--- src/rtl/queue_25_pkg.sv ---
// TileLink D-channel field widths and the packed D-beat record shared by
// queue_25 and its neighbours.
package queue_25_pkg;

  localparam int TL_D_OPCODE_W  = 3;
  localparam int TL_D_PARAM_W   = 2;
  localparam int TL_D_SIZE_W    = 3;
  localparam int TL_D_SOURCE_W  = 3;
  localparam int TL_D_SINK_W    = 3;
  localparam int TL_D_DENIED_W  = 1;
  localparam int TL_D_DATA_W    = 64;
  localparam int TL_D_CORRUPT_W = 1;

  localparam int TL_D_BEAT_W = TL_D_OPCODE_W + TL_D_PARAM_W + TL_D_SIZE_W +
                               TL_D_SOURCE_W + TL_D_SINK_W + TL_D_DENIED_W +
                               TL_D_DATA_W + TL_D_CORRUPT_W;

  typedef struct packed {
    logic [TL_D_OPCODE_W-1:0]  opcode;
    logic [TL_D_PARAM_W-1:0]   param;
    logic [TL_D_SIZE_W-1:0]    size;
    logic [TL_D_SOURCE_W-1:0]  source;
    logic [TL_D_SINK_W-1:0]    sink;
    logic [TL_D_DENIED_W-1:0]  denied;
    logic [TL_D_DATA_W-1:0]    data;
    logic [TL_D_CORRUPT_W-1:0] corrupt;
  } d_beat_t;

endpackage

--- src/rtl/queue_25.sv ---
// ENTRIES-deep FIFO of TileLink D beats; no flow-through, no pipe bypass.
// Handshake: a beat moves on a rising edge where valid and ready are both 1;
// ready/valid depend only on registered state, and a valid beat holds its
// payload until accepted.
module queue_25
  import queue_25_pkg::*;
#(
  parameter int ENTRIES = 2
) (
  input  logic                      clock,
  input  logic                      reset,
  input  logic                      io_enq_valid,
  output logic                      io_enq_ready,
  input  logic [TL_D_OPCODE_W-1:0]  io_enq_bits_opcode,
  input  logic [TL_D_PARAM_W-1:0]   io_enq_bits_param,
  input  logic [TL_D_SIZE_W-1:0]    io_enq_bits_size,
  input  logic [TL_D_SOURCE_W-1:0]  io_enq_bits_source,
  input  logic [TL_D_SINK_W-1:0]    io_enq_bits_sink,
  input  logic [TL_D_DENIED_W-1:0]  io_enq_bits_denied,
  input  logic [TL_D_DATA_W-1:0]    io_enq_bits_data,
  input  logic [TL_D_CORRUPT_W-1:0] io_enq_bits_corrupt,
  input  logic                      io_deq_ready,
  output logic                      io_deq_valid,
  output logic [TL_D_OPCODE_W-1:0]  io_deq_bits_opcode,
  output logic [TL_D_PARAM_W-1:0]   io_deq_bits_param,
  output logic [TL_D_SIZE_W-1:0]    io_deq_bits_size,
  output logic [TL_D_SOURCE_W-1:0]  io_deq_bits_source,
  output logic [TL_D_SINK_W-1:0]    io_deq_bits_sink,
  output logic [TL_D_DENIED_W-1:0]  io_deq_bits_denied,
  output logic [TL_D_DATA_W-1:0]    io_deq_bits_data,
  output logic [TL_D_CORRUPT_W-1:0] io_deq_bits_corrupt
);

  localparam int PTR_W = (ENTRIES > 1) ? $clog2(ENTRIES) : 1;

  d_beat_t          entries_q [ENTRIES];
  logic [PTR_W-1:0] enq_ptr;
  logic [PTR_W-1:0] deq_ptr;
  logic             maybe_full;

  logic    ptr_match, empty, full, do_enq, do_deq;
  d_beat_t enq_beat, deq_beat;

  assign ptr_match = (enq_ptr == deq_ptr);
  assign empty     = ptr_match & ~maybe_full;
  assign full      = ptr_match & maybe_full;

  assign io_enq_ready = ~full;
  assign io_deq_valid = ~empty;

  assign do_enq = io_enq_valid & io_enq_ready;
  assign do_deq = io_deq_ready & io_deq_valid;

  assign enq_beat = '{opcode:  io_enq_bits_opcode,
                      param:   io_enq_bits_param,
                      size:    io_enq_bits_size,
                      source:  io_enq_bits_source,
                      sink:    io_enq_bits_sink,
                      denied:  io_enq_bits_denied,
                      data:    io_enq_bits_data,
                      corrupt: io_enq_bits_corrupt};

  // Storage is deliberately unreset; the pointers alone decide what is live.
  always_ff @(posedge clock) begin
    if (do_enq) entries_q[enq_ptr] <= enq_beat;
  end

  always_ff @(posedge clock) begin
    if (reset) begin
      enq_ptr    <= '0;
      deq_ptr    <= '0;
      maybe_full <= 1'b0;
    end else begin
      if (do_enq) enq_ptr <= enq_ptr + PTR_W'(1);
      if (do_deq) deq_ptr <= deq_ptr + PTR_W'(1);
      if (do_enq != do_deq) maybe_full <= do_enq;
    end
  end

  assign deq_beat = entries_q[deq_ptr];

  assign io_deq_bits_opcode  = deq_beat.opcode;
  assign io_deq_bits_param   = deq_beat.param;
  assign io_deq_bits_size    = deq_beat.size;
  assign io_deq_bits_source  = deq_beat.source;
  assign io_deq_bits_sink    = deq_beat.sink;
  assign io_deq_bits_denied  = deq_beat.denied;
  assign io_deq_bits_data    = deq_beat.data;
  assign io_deq_bits_corrupt = deq_beat.corrupt;

endmodule

--- config.mk ---
export PLATFORM = sky130hd
export DESIGN_NAME = queue_25
export DESIGN_NICKNAME = d
export VERILOG_FILES = /design/src/rtl/queue_25_pkg.sv /design/src/rtl/queue_25.sv
export SDC_FILE = /design/constraint.sdc
export NUM_CORES = 1
export LEC_CHECK = 0
export ABC_AREA = 1
export CORE_MARGIN = 4
export CORE_UTILIZATION = 44
export CTS_CLUSTER_SIZE = 16
export DETAILED_ROUTE_END_ITERATION = 6
export PLACE_DENSITY = 0.76
export SLEW_MARGIN = 20
export SYNTH_ARGS = -nofsm -noshare
export SYNTH_HDL_FRONTEND = slang
export SYNTH_SLANG_ARGS = --single-unit
export TNS_END_PERCENT = 20
--- constraint.sdc ---
create_clock -name clock -period 2.7 [get_ports clock]
set_input_delay 0.27 -clock clock [delete_from_list [all_inputs] [get_ports clock]]
set_output_delay 0.27 -clock clock [all_outputs]
set_load 0.01 [all_outputs]
==> results by group <==
Detailed routing
  – DRC: 0
  – Final ANT Viol Nets: 0
  – DR iter-0 viols: around 160
  – Total Wirelength: between 10000 and 15000 µm
  – First-pass DRT Iterations: 4
  – Routed via count: around 3200
  – WL/cell: 18.77 µm
  – Via density: approximately 5

Yosys
  – Mux cell area share after synthesis: 18.81%
  – Yosys reg bits: about 160
  – Synthesized area per cell: 22.72 µm²
  – Simple-Gate Fraction of Synth Area: under 10%
  – Yosys Warn Count: 0
  – Sequential area share after synthesis: about 77%
  – Synth top area cells: edfxtp_1 75%, mux2_4 19%, buf_12 2.5%
  – Synth Cell Area: 0.006385 mm²
  – Adder-cell share of the synthesized area: 0%
  – Post-synthesis net count: approximately 370
  – Largest family of logic cells by synthesized area: multiplexers
  – Mapped Cells: about 280
  – Compound-gate portion of the synthesized area: 0.4703%
  – Largest area contributor in the netlist: edfxtp_1
  – XOR/XNOR Fraction of Synth Area: 0%
  – Distinct cells, synth: 15
  – Area share of the leading cell type in the synthesized netlist: between 70% and 80%

Floorplanning
  – Die extent in y: around 130 µm
  – Die ar.: around 0.017 mm²
  – Die X: roughly 130 µm
  – Initial core utilization: approximately 45%
  – IO Pins: 166
  – CORE AREA: 0.01404 mm²
  – # rows: 43

Worst setup path
  – CP max-delay cell: clkdlybuf4s50_1
  – Slowest stage delay, CP: about 0.50 ns
  – Worst Path Class, Setup: register to output port
  – Critical Path Start Type: register
  – Worst EP required: between 2 and 2.5 ns
  – Cell Chain, Critical Path: buf_12 > mux2_4 > clkdlybuf4s50_1
  – Worst Path Max Fanout: 43
  – Crit. End Element: output port
  – WP data arrival: 1.97 ns
  – FF-to-FF setup slack: 0.65 ns
  – R2r worst-path depth: 6
  – RR Startpoint: enq_ptr
  – Worst reg2reg path endpoint: entries_q[0][58]

Placement
  – Post-Place Worst Slack: 0.6334 ns
  – RD Place Congestion: around 0.75
  – Dpl cell area: between 0.008 and 0.009 mm²
  – Port bufs: ~170
  – Dpl hpwl: 8362 µm

Clock tree
  – Postcts setup bufs: 0
  – Root buffer cell: clkbuf_16
  – CTS clk-pin slew, worst paths: roughly 0.060 ns
  – Post-CTS resize count: 0
  – H-tree levels: 4
  – Post-cts hold buffer count: 0
  – Maximum clock insertion buffer count: 2
  – CTS tree: yes
  – CTS Sinks: around 160
  – Num CTS Buffers: 17
  – Clk_lat worst skew: approximately 0.4 ns

STA
  – Worst Skew: approximately 0.012 ns
  – Final Setup Violations: 0
  – RSZ-0062 raised after global routing: no
  – Achievable Freq: between 400 and 500 MHz
  – Final Hold Fails: 0
  – TNS Setup: 0 ns
  – Fin crit period: 2.242 ns
  – Min setup slack post-route: between 0.4 and 0.5 ns
  – Hold Slack: 0.4338 ns
  – Slew Viols, Final: 0
  – Tcrit/Tclk final: 83.05%
  – Max_slew headroom: 66.43%
  – Slew @ Worst Pin: 0.5025 ns

Hold path
  – Hold path endpoint: entries_q[0][23]
  – Worst hold path type: input port to register
  – Hold Startpoint: io_enq_bits_data[22]
  – Hold Path Depth: 1

Cells and area
  – Final core occ: about 63%
  – Final instance area: 0.008812 mm²
  – Multi-input logic area: roughly 0.0013 mm²
  – Layout cell share with drive strength beyond 1: 25.05%
  – Ant. Diodes: 0
  – FF/Latch Area: ~0.005 mm²
  – Final-layout fill cell count: ~980
  – Area grow syn2layout: 38.02%
  – Nets: 546

Power
  – Power density cells: 739.8 mW/mm²
  – Worst vdd ir: 0.0004323 V
  – P_leak: approximately 3.2 nW

Job
  – Max Cap Viol: 0

Global routing
  – Grt ovf: 0
  – Largest net degree at the start of global routing: 44
  – Initial antenna violation count: 3
  – Vias in the first global route: between 3000 and 4000
  – Overall global routing resource usage: between 15 and 20%
  – First-pass GRT wire length: roughly 19000 µm

Run status
  – Run status: finished clean
## cell families after synthesis
kind of cell / after synthesis
flip-flops: 164
buffers and inverters: 16
multiplexers: 80
AO/OA/AOI/OAI: 5
AND/OR/NAND/NOR: 16
## worst max-delay path: cells and delay by family, from the launching register on
kind	cells	cell delay [ns]
buf+inv	2	0.80
flops	1	0.37
mux	1	0.34
## cell usage in the layout (no fill, tap or decap)
cell type	Yosys	layout
a21oi_1	2	2
buf_12	8	6
bufinv_16	0	3
clkbuf_1	0	2
clkbuf_16	0	17
clkdlybuf4s50_1	0	165
clkinv_1	0	2
clkinv_2	0	2
clkinv_4	0	4
clkinvlp_4	0	4
dfxtp_1	4	3
dfxtp_4	0	1
edfxtp_1	160	160
inv_1	6	4
inv_2	1	1
mux2_4	80	80
nand2_1	7	7
nand3_1	2	2
nand3_2	1	1
nand4_1	1	1
nor2_1	5	5
o211ai_1	2	2
o21ai_0	1	1
## power breakdown
group          switching [mW]  total (mW)  internal (mW)
logic                   0.434        1.09          0.660
clock network           0.932        2.38           1.45
registers              0.0481        3.04           2.99
total                    1.41        6.52           5.11
## flip-flops by register name, summed over array words and instances (netlist names), named ones only
name and cells:
maybe_full 1, enq_ptr 1, deq_ptr 1, entries_q 160
## final cells by class
type                       count  area share, %
clock inverter                13          1.817
multi-input combinational    101          14.78
inverter                       7         0.3550
timing repair buffer         171          20.11
clock buffer                  19          4.913
tap                          180          2.556
sequential                   164          55.47
## synth_stat cells, drive strengths merged
master / count
a21oi: 2
buf: 9
dfxtp: 4
edfxtp: 160
inv: 7
mux2: 80
nand2: 7
nand3: 3
nand4: 1
nor2: 5
o211ai: 2
o21ai: 1
## worst max-delay path by stage
stage | startpoint | endpoint | slack, ns | depth (start not counted)
5_1_grt | register | io_deq_bits_data[20] | 0.40 | 3
4_1_cts | register | io_deq_bits_data[20] | 0.43 | 3
6_report | register | io_deq_bits_data[20] | 0.46 | 3
3_5_place_dp | io_enq_valid | entries_q[0][34] | 0.63 | 4
2_1_floorplan | maybe_full | entries_q[1][0] | 0.18 | 3
3_3_place_gp | io_enq_valid | entries_q[0][37] | 0.71 | 4
## metal layers
metal	track usage (%)	routed length, µm	vias up
met5	0	41	-
met3	6.102	977	16
met4	5.056	140	6
met1	17.48	4977	1587
li1	-	-	1463
met2	25.50	6156	120
## through the flow
| step | total power [mW] | instances |
|---|---|---|
| floorplan | 3.676 | 281 |
| global placement | 4.174 | 623 |
| detailed placement | 4.204 | 623 |
| CTS | 6.587 | 655 |
| global route | 6.756 | 655 |
| finish | 6.519 | 655 |
(Power assumes the default switching activity.)
